File: config.mk
export PLATFORM = sky130hd
export DESIGN_NAME = io_write_arbiter
export DESIGN_NICKNAME = d
export VERILOG_FILES = /design/src/rtl/io_write_arbiter.sv
export SDC_FILE = /design/constraint.sdc
export NUM_CORES = 1
export LEC_CHECK = 0
export ABC_AREA = 1
export CORE_ASPECT_RATIO = 0.6
export CORE_MARGIN = 5
export CORE_UTILIZATION = 40
export CTS_BUF_LIST = sky130_fd_sc_hd__clkbuf_8
export CTS_CLUSTER_DIAMETER = 80
export DETAILED_ROUTE_END_ITERATION = 16
export HOLD_SLACK_MARGIN = 0.05
export PLACE_DENSITY = 0.81
export SETUP_SLACK_MARGIN = 0.02
export SLEW_MARGIN = 15
export SYNTH_ARGS = -nofsm -noshare
export SYNTH_HDL_FRONTEND = slang
export SYNTH_SLANG_ARGS = --single-unit
File: constraint.sdc
create_clock -name clk -period 1.85 [get_ports clk]
set_clock_uncertainty 0.1 [all_clocks]
set_input_delay 0.4625 -clock clk [delete_from_list [all_inputs] [get_ports clk]]
set_output_delay 0.4625 -clock clk [all_outputs]
set_load 0.01 [all_outputs]
File: src/rtl/io_write_arbiter.sv
// Two-port arbiter for the memory-mapped IO write path: CPU (port 0) and debug/loader (port 1).
// Define IO_WRITE_ARB_RR_EN for round-robin arbitration; otherwise port 0 has fixed priority.
module io_write_arbiter #(
    parameter int unsigned SETTLE_CYCLES = 1
) (
    input  logic        clk,
    input  logic        reset,
    input  logic        req0_valid,
    input  logic [31:0] req0_addr,
    input  logic [31:0] req0_wdata,
    output logic        req0_ready,
    input  logic        req1_valid,
    input  logic [31:0] req1_addr,
    input  logic [31:0] req1_wdata,
    output logic        req1_ready,
    output logic        io_en,
    output logic [31:0] io_addr,
    output logic [31:0] io_wdata,
    output logic        grant_id,
    output logic        busy,
    output logic [7:0]  drop_count
);

    localparam logic [1:0] ST_IDLE   = 2'd0;
    localparam logic [1:0] ST_STROBE = 2'd1;
    localparam logic [1:0] ST_SETTLE = 2'd2;

    localparam logic [3:0] LP_SETTLE_LAST =
        (SETTLE_CYCLES == 0) ? 4'd0 : 4'(SETTLE_CYCLES - 1);

    logic [1:0]  r_state;
    logic [3:0]  r_settle_cnt;
    logic        r_io_en;
    logic [31:0] r_io_addr;
    logic [31:0] r_io_wdata;
    logic        r_grant_id;
    logic        r_null;
    logic [7:0]  r_drop_count;
`ifdef IO_WRITE_ARB_RR_EN
    logic        r_last_grant;
`endif

    logic        w_idle;
    logic        w_pick0;
    logic        w_pick1;
    logic        w_accept;
    logic [31:0] w_sel_addr;
    logic [31:0] w_sel_wdata;
    logic        w_sel_null;

    // Ready is withheld during reset so no request is consumed by a reset cycle.
    assign w_idle = (r_state == ST_IDLE) && !reset;

`ifdef IO_WRITE_ARB_RR_EN
    assign w_pick1 = req1_valid && (!req0_valid || !r_last_grant);
`else
    assign w_pick1 = req1_valid && !req0_valid;
`endif
    assign w_pick0 = req0_valid && !w_pick1;

    assign w_accept    = w_idle && (w_pick0 || w_pick1);
    assign w_sel_addr  = w_pick1 ? req1_addr  : req0_addr;
    assign w_sel_wdata = w_pick1 ? req1_wdata : req0_wdata;
    assign w_sel_null  = (w_sel_addr[31:2] == 30'd0);

    always_ff @(posedge clk) begin
        if (reset) begin
            r_state      <= ST_IDLE;
            r_settle_cnt <= '0;
            r_io_en      <= 1'b0;
            r_io_addr    <= '0;
            r_io_wdata   <= '0;
            r_grant_id   <= 1'b0;
            r_null       <= 1'b0;
            r_drop_count <= '0;
`ifdef IO_WRITE_ARB_RR_EN
            r_last_grant <= 1'b1;
`endif
        end else begin
            r_io_en <= 1'b0;
            case (r_state)
                ST_IDLE: begin
                    if (w_accept) begin
                        r_io_addr  <= w_sel_addr;
                        r_io_wdata <= w_sel_wdata;
                        r_grant_id <= w_pick1;
                        r_null     <= w_sel_null;
                        // Strobe is registered here so it appears exactly in the STROBE cycle.
                        r_io_en    <= !w_sel_null;
`ifdef IO_WRITE_ARB_RR_EN
                        r_last_grant <= w_pick1;
`endif
                        r_state    <= ST_STROBE;
                    end
                end
                ST_STROBE: begin
                    if (r_null && (r_drop_count != 8'hFF)) begin
                        r_drop_count <= r_drop_count + 8'd1;
                    end
                    if (SETTLE_CYCLES == 0) begin
                        r_state <= ST_IDLE;
                    end else begin
                        r_settle_cnt <= LP_SETTLE_LAST;
                        r_state      <= ST_SETTLE;
                    end
                end
                ST_SETTLE: begin
                    if (r_settle_cnt == 4'd0) begin
                        r_state <= ST_IDLE;
                    end else begin
                        r_settle_cnt <= r_settle_cnt - 4'd1;
                    end
                end
                default: begin
                    r_state <= ST_IDLE;
                end
            endcase
        end
    end

    assign req0_ready = w_idle && w_pick0;
    assign req1_ready = w_idle && w_pick1;
    assign io_en      = r_io_en;
    assign io_addr    = r_io_addr;
    assign io_wdata   = r_io_wdata;
    assign grant_id   = r_grant_id;
    assign busy       = (r_state != ST_IDLE);
    assign drop_count = r_drop_count;

endmodule

==> impl_results.md, run 1 <==
* Post-synthesis compound-gate area fraction at 20.50%
* Global-route wire length before repair at 21.98 mm
* FMAX at 555.9 MHz
* Initial antenna violation count at 0
* Hold_buf cts at 0
* Nets@finish at 922
* I/O pins at 209
* Top FF cell, synth: dfxtp_1
* RSZ-0062 raised after global routing: no
* Yosys warns at 0
* DRT Wirelength at 14.12 mm
* Worst vdd ir at 0.0003590 V
* # fillers at 738
* Area of the core at 9290 µm²
* Crit path buf inv count at 1
* Htree depth at 3
* Vias per inst at 4.974
* Finished Core Util at 71.10%
* Pwr dens at 647.2 nW/µm²
* Total CTS buffers at 9
* Min-delay worst type: register to register
* WP depth at 1
* CTS tree: done
* R2R cell count at 9
* Synth Net Count at 696
* Asr flop ratio synth at 0%
* FF-to-FF Start: drop_count[1]
* Mux contribution to synthesized area at 0%
* Hold Path Origin: r_settle_cnt[0]
* Count of cell types in the netlist at 26
* Worst EP required at 1.29 ns
* Cell family with most CP delay: buffers and inverters
* FP Rows at 27
* Vias in the first global route at 4,546
* Data arrival, critical path at 1.24 ns
* Placed cells at 903
* Inserted Diodes at 0
* Flop-to-flop setup slack at 0.21 ns
* Mean Syn Cell Area at 6.884 µm²
* WL/cell at 15.30 µm
* Clock buffer depth at 2
* Vias post-DR at 4,591
* Yosys reg bits at 81
* Number of buffers added on ports at 208
* Cell Area, Synth at 3869 µm²
* Die Ht at 86.18 µm
* Slew HR at 78.73%
* Latest clock arrival within the worst-skew pair at 0.35 ns
* Fin cells at 923
* Post-DP HPWL at 10.71 mm
* Worst Setup Start Kind: register
* End of the critical path: io_wdata[9]
* Area grow syn2layout at 70.73%
* Main combinational cell family by area after synthesis: simple AND/OR/NAND/NOR gates
* Simple-Gate Fraction of Synth Area at 25.00%
* Remaining routing DRC violations at 0
* Die area at 11,800 µm²
* Hold Vio Cnt, Final at 0
* Setup TNS at 0 ns
* Maxcap violations at 0
* Adder-cell share of the synthesized area at 0.6468%
* CP cell instances: clkdlybuf4s50_1
* Seq/Total Area, Yosys at 41.91%
* Syn Inst Count at 562
* Highest net fanout along the worst path at 2
* Drt initial violations at 237
* Pleak at 3.533 nW
* Tot GR Track Use at 23.33%
* Worst Setup SP: io_wdata[9]
* GR Overflow Total at 0
* Share of layout cells above drive strength 1 at 11.35%
* CTS Sinks at 81
* Fin. max-slew vios at 0
* Worst path max stage delay at 0.55 ns
* Starting Density at 41.64%
* Crit Reg-Reg Endpoint: drop_count[3]
* Xor and xnor fraction of the mapped netlist area at 0.9056%
* Crit end category: primary output
* Slowest library cell on the worst path: clkdlybuf4s50_1
* Die X at 137.0 µm
* Worst-path clk slew at 0.08 ns
* Minimum clock period at 1.799 ns
* Largest net degree at the start of global routing at 63
* Crit Path Category: register to primary output
* Antenna Nets Post-Route at 0
* Drt first pass iters at 5
* Tightest Pin Transition at 0.3190 ns
* Fin crit share at 97.24%
* Post-synth EDFFs at 0
* Clk root buf: clkbuf_8
* Run status: finished clean
* Placer's final routability congestion estimate at 0.8808
* Final setup violation count at 0
==> area by class of cell <==
| class | count | area, µm² | share of cell area (%) |
|---|---|---|---|
| clock inverters | 7 | 40.04 | 0.6062 |
| inverters | 57 | 215.2 | 3.258 |
| multi-input cells | 387 | 1868 | 28.28 |
| well taps | 130 | 162.7 | 2.463 |
| repair buffers | 252 | 2566 | 38.85 |
| clock buffers | 9 | 123.9 | 1.875 |
| flip-flops and latches | 81 | 1629 | 24.66 |
==> synth_stat cells, types with 4 or more instances <==
cell type  number  share of area (%)
nand3_1        13                1.7
inv_1          53                5.1
nand2_1       176                 17
nand3b_1       11                2.1
buf_6           5                1.5
buf_4           5               0.97
a31oi_1        40                6.5
clkbuf_1       13                1.3
inv_2           4               0.39
a21oi_1        33                4.3
buf_2          14                1.8
nor2_1         27                2.6
o21ai_0        68                8.8
dfxtp_1        81                 42
==> metal layers <==
layer  part of all wire [%]  wire, µm  vias up  global-route usage, %
li1                       -         -     2277                      -
met2                     46      6477      185                  39.00
met4                    2.6       362        0                  8.333
met5                      0         0        -                      0
met3                     10      1406       31                  8.933
met1                     42      5872     2098                  27.47
==> sequential cells by signal, indices dropped and copies added (netlist names) <==
signal / cells
r_null: 1
drop_count: 8
grant_id: 1
r_state: 2
r_settle_cnt: 4
io_addr: 32
io_en: 1
io_wdata: 32
==> power by group <==
part / total [mW] / switching, mW / internal [mW] / leakage, nW
combinational: 1.19 / 0.534 / 0.658 / 2.78
sequential: 1.96 / 0.0697 / 1.89 / 0.669
clock: 1.12 / 0.652 / 0.473 / 0.0836
==> how the worst min path moves through the flow <==
stage	to	slack [ns]	depth (start not counted)
global route	r_settle_cnt[3]	0.42	2
floorplan	r_settle_cnt[0]	0.32	1
CTS	r_settle_cnt[0]	0.38	1
finish	r_settle_cnt[0]	0.39	1
global placement	r_settle_cnt[0]	0.34	1
detailed placement	r_settle_cnt[0]	0.36	1
==> cell families (layout without fill, tap and decap cells) <==
family | count (synthesis) | in the layout
AND/OR/NAND/NOR | 235 | 235
AO/OA/AOI/OAI | 146 | 146
buffers and inverters | 94 | 325
flip-flops | 81 | 81
XOR/XNOR | 4 | 4
adder cells (fa/ha/maj) | 2 | 2
==> cells in the final DEF, fill, tap and decap left out, drive strengths merged <==
cell           Yosys  layout
a21oi             34      34
nand3b            11      11
ha                 2       2
o21ai             71      71
a31oi             40      40
dfxtp             81      81
dlymetal6s2s       0      38
clkinvlp           0       3
clkdlybuf4s15      0       1
xnor2              1       1
nor2              29      29
xor2               3       3
clkinv             0       3
nand3             15      15
bufbuf             0       1
nand2            178     178
clkbuf            13      11
dlygate4sd2        0      29
inv               57      58
nor3               1       1
o22ai              1       1
clkdlybuf4s50      0     137
buf               24      44
nor3b              1       1
==> stage by stage <==
stage	hold WS [ns]	power [mW]	area, µm²	setup slack, ns
after global routing	0.4156	4.514	6605	0.01598
final	0.3874	4.275	6605	0.05107
after floorplan	0.3224	2.456	3869	0.2261
after detailed placement	0.3645	3.201	6245	-0.6213
after global placement	0.3367	3.176	6245	-0.6091
after CTS	0.3790	4.308	6427	0.02005
==> timing repair <==
item / 4_1_cts / 5_1_grt
endpoints found under the hold margin: 0 / 0
pin swaps: 2 / 4
endpoints found under the setup margin: 61 / 50
buffers inserted: 1 / 1
gates cloned: 1 / 1
gates resized for setup: 51 / 56
(Power assumes the default switching activity.)
==> run 2, diff against run 1 <==
Settings changed: CAP_MARGIN set to 10, CORE_UTILIZATION 40 to 44, GPL_ROUTABILITY_DRIVEN set to 0, PLACE_DENSITY 0.81 to 0.88.
Clock period 1.85 ns to 2.2 ns, I/O delays scaled along.
==> impl_results.md, run 2 (synthesis gave the netlist of run 1 again) <==
* # fillers at 619
* Most common cell after layout, fill and taps aside: clkdlybuf4s50_1
* Fin. max-slew vios at 0
* Placed cells at 887
* Crit Path Category: input pin to primary output
* Tot GR Track Use at 24.91%
* WL/cell at 15.21 µm
* Drt first pass iters at 5
* Inserted Diodes at 0
* Tightest Pin Transition at 0.2536 ns
* Vias post-DR at 4,624
* Run status: finished clean
* Maxcap violations at 0
* Data arrival, critical path at 1.43 ns
* Clock power share at 29.5%
* Reg power frac at 43.4%
* Area grow syn2layout at 67.59%
* Hold Vio Cnt, Final at 0
* Reg area at 1622 µm²
* Nets@finish at 922
* Highest net fanout along the worst path at 4
* Worst Setup Start Kind: input pin
* Global-route wire length before repair at 21.18 mm
* Post-DP HPWL at 10.48 mm
* Area occupied by multi-input gates at 1842 µm²
* Pleak at 2.817 nW
* Clock buffer depth at 2
* Comb pwr share at 27.1%
* Share of layout cells above drive strength 1 at 9.710%
* Number of buffers added on ports at 208
* Fin crit share at 94.62%
* Crit end category: primary output
* Remaining routing DRC violations at 0
* Htree depth at 3
* Minimum clock period at 2.082 ns
* CTS tree: done
* Fin cells at 905
* Area of the core at 8556 µm²
* FMAX at 480.4 MHz
* Final setup violation count at 0
* DRT Wirelength at 13.77 mm
* RSZ-0062 raised after global routing: no
* Slew HR at 83.09%
* Total CTS buffers at 9
* Die Ht at 82.63 µm
* Finished Core Util at 75.78%
* Die area at 10,830 µm²
* Min-delay worst type: register to register
* Vias per inst at 5.109
* FF-to-FF Start: drop_count[0]
* Final hold slack at 0.3668 ns
* Worst vdd ir at 0.0003629 V
* Pre-CTS setup slack at -0.4177 ns
* Clk root buf: clkbuf_8
* Vias in the first global route at 4,555
* Drt initial violations at 258
* Switching power total at 1.048 mW
* Worst EP required at 1.55 ns
* FP Rows at 26
* Pwr dens at 587.3 nW/µm²
* Commonest cells after routing, fill and taps aside: clkdlybuf4s50_1, nand2_1, dfxtp_1, o21ai_0, inv_1
* Antenna Nets Post-Route at 0
* I/O pins at 209
* Final Worst Setup Slack at 0.1184 ns
* Worst-path clk slew at 0.08 ns
* GR Overflow Total at 0
* Starting Density at 45.22%
* Die X at 131.1 µm
* P_int at 2.759 mW
* Hold Path Origin: r_settle_cnt[0]
* CTS Sinks at 81
* Latest clock arrival within the worst-skew pair at 0.34 ns
* Switching Fraction at 27.53%
* Largest net degree at the start of global routing at 53
* Worst Setup SP: req0_valid
* Setup TNS at 0 ns
* Initial antenna violation count at 1
run 2: critical path, stage by stage:
cell             delay, ns
clkdlybuf4s50_1       0.44
inv_2                 0.11
nand2_2               0.08
nor2_2                0.12
buf_2                 0.13
run 2: metal layers:
layer,up-vias,track usage (%),share of wire [%]
li1,2283,-,-
met1,2100,28.83,42
met2,205,43.02,47
met3,34,8.805,9.2
met4,2,8.830,2.4
met5,-,0,0.094
run 2: final timing paths:
kind | endpoint | slack, ns | cells past startpoint
worst min register to register | r_settle_cnt[0] | 0.37 | 1
worst max-delay path | req1_ready | 0.12 | 5
worst min-delay path | r_settle_cnt[0] | 0.37 | 1
worst max register to register | drop_count[3] | 0.39 | 9
run 2: area by class of cell:
class | count | area share, %
clock buffer | 11 | 2.335
clock inverter | 5 | 0.8491
inverter | 57 | 3.377
multi-input combinational | 388 | 28.41
sequential | 81 | 25.01
tap | 112 | 2.161
timing repair buffer | 251 | 37.86
run 2: power by group through the flow:
| stage | clock network, mW | registers [mW] | logic, mW |
|---|---|---|---|
| after floorplan | 0 | 1.73 | 0.336 |
| after global placement | 0 | 1.68 | 0.998 |
| after detailed placement | 0 | 1.68 | 1.02 |
| after CTS | 1.15 | 1.65 | 1.03 |
| after global routing | 1.21 | 1.67 | 1.12 |
| final | 1.12 | 1.65 | 1.03 |
run 2: metrics by stage:
stage | total power [mW] | cell area [µm²]
final | 3.808 | 6484
after global routing | 4.003 | 6484
after CTS | 3.833 | 6454
after detailed placement | 2.705 | 6237
after global placement | 2.677 | 6237
after floorplan | 2.065 | 3869
run 2: repair_timing:
item	4_1_cts	5_1_grt
hold buffers	0	0
gates resized for setup	8	9
buffers inserted	0	1
pin swaps	1	1
hold endpoints to repair	0	0
setup endpoints to repair	6	30
gates cloned	0	1
==> run 3, diff against run 2 <==
Settings changed: CORE_UTILIZATION 44 to 25, PLACE_DENSITY 0.88 to 0.55.
==> impl_results.md, run 3 (synthesis gave the netlist of run 1 again) <==
* Run status: finished clean
* Flop-to-flop setup slack at 0.39 ns
* Clock power share at 29.9%
* Starting Density at 25.39%
* Worst EP required at 1.55 ns
* Crit Reg-Reg Endpoint: drop_count[5]
* Number of buffers added on ports at 208
* Most common cell after layout, fill and taps aside: clkdlybuf4s50_1
* Clock buffer depth at 2
* Worst-path clk slew at 0.09 ns
* Remaining routing DRC violations at 0
* Die X at 170.6 µm
* Fin crit share at 95.72%
* Switching power total at 1.112 mW
* CTS tree: done
* CTS Sinks at 81
* Fin area at 6628 µm²
* Comb pwr share at 27.0%
* Tightest Pin Transition at 0.2680 ns
* Slew HR at 82.13%
* I/O pins at 209
* GR Overflow Total at 0
* Die area at 18,140 µm²
* Setup TNS at 0 ns
* Antenna Nets Post-Route at 0
* Finished Core Util at 43.49%
* Nets@finish at 926
* P_int at 2.718 mW
* Total CTS buffers at 9
* Latest clock arrival within the worst-skew pair at 0.35 ns
* Clk root buf: clkbuf_8
* Min-delay worst type: register to register
* WL/cell at 14.65 µm
* Drt first pass iters at 4
* Maxcap violations at 0
* Final setup violation count at 0
* Minimum clock period at 2.106 ns
* Drt initial violations at 235
* Vias per inst at 4.526
* Pleak at 2.836 nW
* Initial antenna violation count at 0
* FP Rows at 35
* Htree depth at 3
* Area grow syn2layout at 71.31%
* Data arrival, critical path at 1.46 ns
* Area of the core at 15,240 µm²
* Placed cells at 984
* Global-route wire length before repair at 22.65 mm
* Hold_buf cts at 0
* Post-DP HPWL at 11.15 mm
* Switching Fraction at 29.04%
* Tot GR Track Use at 15.57%
* Commonest cells after routing, fill and taps aside: clkdlybuf4s50_1, nand2_1, dfxtp_1, o21ai_0, inv_1
* Worst hold endpoint: r_settle_cnt[0]
* Vias post-DR at 4,526
* DRT Wirelength at 14.65 mm
* Fin cells at 1,000
* Reg power frac at 43.1%
* Worst Hold Depth at 1
* Crit Path Category: input pin to primary output
* Share of layout cells above drive strength 1 at 10.16%
* R2R cell count at 9
* FMAX at 474.9 MHz
* Worst Setup Start Kind: input pin
* Vias in the first global route at 4,469
* Inserted Diodes at 0
* Fin. max-slew vios at 0
* Worst vdd ir at 0.0002851 V
* Hold Path Origin: r_settle_cnt[0]
* Largest net degree at the start of global routing at 56
* Highest net fanout along the worst path at 2
* Crit end category: primary output
* RSZ-0062 raised after global routing: yes
* Placed Area at 6434 µm²
* FF-to-FF Start: drop_count[0]
* Hold Vio Cnt, Final at 0
* Die Ht at 106.4 µm
* Pwr dens at 577.9 nW/µm²
==> run 3: cell count changes in the layout (fill, tap and decap cells not counted), moves of 2 or more <==
| cell | change |
|---|---|
| buf_12 | +2 |
| dlygate4sd2_1 | +2 |
| clkbuf_8 | -2 |
| inv_6 | +2 |
| buf_4 | +3 |
==> run 3: critical path, cell delays in order <==
cell and delay [ns]:
clkdlybuf4s50_1 0.43, nor2_2 0.13, inv_1 0.07, nor2_1 0.12, buf_2 0.16
==> run 3: area by class of cell <==
class | instances | area [µm²]
Fill cell | 1548 | 8612
Timing Repair Buffer | 256 | 2509
Multi-Input combinational cell | 387 | 1828
Sequential cell | 81 | 1622
Tap cell | 203 | 254.0
Inverter | 57 | 215.2
Clock buffer | 9 | 123.9
Clock inverter | 7 | 76.32
==> run 3: per-layer routing <==
layer  vias up  global-route usage [%]  routed length, µm
met4         0                   3.818                163
met3        11                   6.243               1526
met5         -                       0                  0
met2       172                   24.07               6348
li1       2289                       -                  -
met1      2054                   20.30               6614
==> run 3: stage by stage <==
stage                     worst slack [ns]  power, mW  hold slack (ns)
after floorplan                     0.4322      2.065           0.3224
after global placement             -0.4500      2.719           0.3335
after detailed placement           -0.4762      2.727           0.3440
after CTS                          0.02532      3.914           0.3570
after global routing               0.01409      4.040           0.3925
final                              0.09410      3.830           0.3506
==> run 3: power by group through the flow <==
stage / combinational, mW / sequential [mW] / clock, mW
floorplan: 0.336 / 1.73 / 0
global placement: 1.04 / 1.68 / 0
detailed placement: 1.04 / 1.68 / 0
CTS: 1.05 / 1.65 / 1.22
global route: 1.13 / 1.66 / 1.25
finish: 1.03 / 1.65 / 1.15
==> run 3: worst max path at each step <==
| stage | startpoint | end | slack [ns] | cells past startpoint |
|---|---|---|---|---|
| after detailed placement | req1_valid | r_null | -0.48 | 13 |
| after CTS | reset | req0_ready | 0.03 | 5 |
| after floorplan | req0_valid | req1_ready | 0.43 | 5 |
| after global routing | reset | req0_ready | 0.01 | 5 |
| final | reset | req1_ready | 0.09 | 5 |
| after global placement | req1_valid | r_null | -0.45 | 13 |
==> run 3: what timing repair did <==
item / in CTS / in global routing
hold endpoints to repair: 0 / 0
setup endpoints to repair: 4 / 1
resized for setup: 10 / 1
buffers inserted: 0 / 0
pin swaps: 1 / 0
==> RTL edit 1, RTL diff (settings of run 3) <==
The parameter `SETTLE_CYCLES` goes from 1 to 0.
--- a/src/rtl/io_write_arbiter.sv
+++ b/src/rtl/io_write_arbiter.sv
@@ -3,3 +3,3 @@
 module io_write_arbiter #(
-    parameter int unsigned SETTLE_CYCLES = 1
+    parameter int unsigned SETTLE_CYCLES = 0
 ) (
Function: changed (Yosys sat finds a counterexample within 4 cycles, from zero or initial values and one cycle with reset high).
==> RTL edit 1 against run 3 <==
  * Total power hardly changed
  * Sequential cell count is 5 lower
  * Non-clock buffer count is 6 higher
  * Cell count is 3.8% lower
  * Sequential power is 5% lower
  * Maximum frequency is 1.8% higher
  * Routed wire length is 1.5% lower
  * Cell area is 1.6% lower
  * Sequential share of layout area is 1.1 points lower
  * Setup slack better by 0.038 ns
  * Synthesized area is 6.6% lower
  * Register-to-register slack better by 0.07 ns
==> RTL edit 1: results <==
[global_route]
grt_use_met3_pct = 5.87
grt_pass1_vias = 4190
grt_pass1_wl_um = 21100
grtUsageTotal_pct = 15.7
use_met2_pct = 24.3
grt_max_degree = 57
use_met1_pct = 21.0

[setup_path]
slowest_delay_ns = 0.48
crit_fanout = 3
timing.rr.end = "io_wdata[19]"
crit_arrival_ns = 1.42
rrSetupSlack_ns = 0.46

[power]
p_comb_share_pct = 29.0
p_seq_share_pct = 40.9
p_leak_nw = 2.79
switching_share_pct = 27.7
p_comb_mw = 1.11
ir_worst_vdd_uv = 264

[logic_synthesis]
synth_commonest_cells = "nand2_1 (168), dfxtp_1 (76), o21ai_0 (69), inv_1 (43), a31oi_1 (40)"
synthCells = 522
synth_compound_area_share_pct = 21.2
yosysUniqueCellTypes = 24
synth_xor_area_share_pct = 0.727
yosysSeqAreaShare_pct = 42.1
synth_fa_ha_area_share_pct = 0.346

[finish]
fillers = 1441
drive_gt1_share_pct = 10.6
num-nets-final = 892

[timing]
relSlewSlack_pct = 73.2

[routing]
routed_via_density = 4.48
dr_wl_met3_um = 1500
drt-met1-wl_um = 6550
routed_wl_um = 14400
met2_length_um = 6250

[placement]
dp.cells = 941

[run_status]
status = "finished, final reports clean"
[RTL edit 1: cell types whose count changed after synthesis, moves of 2 or more]
| cell | delta |
|---|---|
| o21ai_2 | -2 |
| nor2_4 | +2 |
| nand2_1 | -8 |
| nor2_2 | -2 |
| nor2_1 | -4 |
| nand3_1 | -2 |
| dfxtp_1 | -5 |
| inv_1 | -10 |
| a21oi_1 | -2 |
| clkbuf_1 | -4 |
| nand3_2 | -2 |
[RTL edit 1: timing repair]
item / in CTS / in global routing
resized for setup: 6 / 18
cloned: 0 / 3
endpoints found under the setup margin: 2 / 68
buffers inserted: 0 / 2
[RTL edit 1: area by class of cell]
type                       instances  area [um^2]  share of cell area (%)
timing repair buffer             262         2650                    40.6
tap                              198          248                    3.80
clock buffer                       9          124                    1.90
inverter                          46          178                    2.73
multi-input combinational        364         1720                    26.3
clock inverter                     6         81.3                    1.25
antenna                            1         2.50                  0.0384
sequential                        76         1520                    23.3
[RTL edit 1: worst register-to-register path, delay by kind of cell, from the launching register on]
kind | cells | cell delay [ns]
flip-flops | 1 | 0.38
AO/OA/AOI/OAI | 1 | 0.16
AND/OR/NAND/NOR | 3 | 0.27
buffers and inverters | 5 | 0.77
[RTL edit 1: worst min-delay path by stage]
stage	slack (ns)	depth (start not counted)	end
final	0.41	2	drop_count[5]
after detailed placement	0.39	2	drop_count[5]
after global placement	0.38	2	drop_count[5]
after global routing	0.43	1	drop_count[0]
after CTS	0.40	2	drop_count[5]
after floorplan	0.39	2	drop_count[5]
[RTL edit 1: per-stage QoR]
step	setup slack (ns)	TNS [ns]
CTS	0.0292	0
detailed placement	-0.408	-20.67
global route	0.0942	0
finish	0.132	0
floorplan	0.261	0
global placement	-0.369	-18.14
==> RTL edit 2, RTL diff (settings of run 3) <==
Without the edit above. Reset style: asynchronous (`reset`), changed in one clocked block.
--- a/src/rtl/io_write_arbiter.sv
+++ b/src/rtl/io_write_arbiter.sv
@@ -65,3 +65,3 @@
 
-    always_ff @(posedge clk) begin
+    always_ff @(posedge clk or posedge reset) begin
         if (reset) begin
Behaviour: differs if reset is asserted again (counterexample within 4 cycles, from zero or initial values and one cycle with reset high); with reset held inactive, the same outputs for 10 cycles.
==> RTL edit 2 against run 3 <==
  * Cell area grew 6.6%
  * Total power grew 28%
  * Sequential cell count is the same
  * Setup slack gained 0.051 ns
  * Global-route usage shrank 0.57 points
  * Cell count grew 0.90%
  * Maximum frequency grew 2.5%
  * Synthesized area grew 8.7%
  * Routed wire length shrank 0.76%
==> RTL edit 2: results <==
[routing]
detail-route-antenna-nets = 0
drt_iter0_drc = 210
vias = 4268
routed_via_density = 4.23
routed_wl_um = 14500

[setup_path]
r2r-start = "r_state[1]"
slowest_delay_ns = 0.54
timing.rr.end = "io_wdata[3]"
crit_arrival_ns = 1.41
cp_top_family = "buffers and inverters"
crit_slowest_cell = "clkdlybuf4s50_1"
rrSetupSlack_ns = 0.47

[placement]
portBuffers = 208
dp.cells = 991
hpwlAfterDp_um = 11600
placed_area_um2 = 6810
dpl_worst_slack_ns = -0.496

[global_route]
grtUsageTotal_pct = 15.0
grt_pass1_wl_um = 23500
grt_pass1_vias = 4479
grt_max_degree = 54

[power]
p_leak_nw = 3.33
ir_worst_vdd_uv = 278

[clocking]
cts_buffer_depth = 2
cts-htree-levels = 3
cts_buffers = 9

[finish]
num-nets-final = 911
n_antenna_cell = 0
drive_gt1_share_pct = 12.0
fin_util_pct = 43.2

[logic_synthesis]
synth_nets = 673
synth_commonest_cells = "nand2_1 (182), nor2_1 (86), dfrtp_1 (81), inv_1 (49), o21ai_1 (26)"
syn_avg_cell_area_um2 = 7.80
yosysSeqAreaShare_pct = 48.2
synth.area.top_cells = "dfrtp_1 (48%), nand2_1 (16%), nor2_1 (7.7%)"
synth_ff_type = "dfrtp_1"
synth-async-reset-ratio_pct = 100

[timing]
hold_slack_ns = 0.221
relSlewSlack_pct = 79.7
min_period_ns = 2.06

[run_status]
status = "finished, final reports clean"

[worst_hold_path]
hp-class = "input port to asynchronous set/reset pin"
[RTL edit 2: changes by cell type in the layout (fill, tap and decap cells not counted), sizes merged, moves of 6 or more]
cell,delta
a21oi,-32
o21ai,-41
inv,-6
o31ai,+34
dfxtp,-81
dfrtp,+81
nor2,+58
a31oi,-40
[RTL edit 2: routing by layer]
layer / track usage [%] / wire (um)
met5: 0 / 0
met4: 3.04 / 143
met3: 6.80 / 1340
met2: 22.6 / 6460
met1: 19.9 / 6590
[RTL edit 2: logic make-up (layout without fill, tap and decap cells)]
kind of cell,after synthesis,count (layout),share of synthesized area [%]
XOR/XNOR,9,9,1.87
flip-flops,81,81,48.2
AND/OR/NAND/NOR,297,297,28.1
adder cells (fa/ha/maj),2,2,0.595
buffers and inverters,81,323,8.24
AO/OA/AOI/OAI,69,69,13.0
[RTL edit 2: area by class of cell]
class	instances	area, um^2
Clock buffer	9	124
Tap cell	228	285
Inverter	53	205
Multi-Input combinational cell	377	1850
Timing Repair Buffer	255	2490
Fill cell	1626	9290
Clock inverter	6	85.1
Sequential cell	81	2030
[RTL edit 2: worst max-delay path by stage]
stage | startpoint | endpoint
2_1_floorplan | req1_valid | req1_ready
3_3_place_gp | req0_valid | r_null
3_5_place_dp | req0_valid | r_null
4_1_cts | r_state[0] | req0_ready
5_1_grt | r_state[0] | req0_ready
6_report | r_state[1] | busy
[RTL edit 2: report_power, final]
| group | leakage [nW] | internal [mW] | switching [mW] |
|---|---|---|---|
| clock | 0.106 | 0.630 | 0.556 |
| combinational | 2.21 | 1.00 | 0.763 |
| sequential | 1.02 | 1.78 | 0.166 |
[RTL edit 2: timing repair]
item | CTS | global route
pin swaps | 1 | 1
gates resized for setup | 13 | 2
gates cloned | 0 | 0
setup endpoints to repair | 4 | 3
hold endpoints to repair | 0 | 0
buffers inserted | 2 | 1
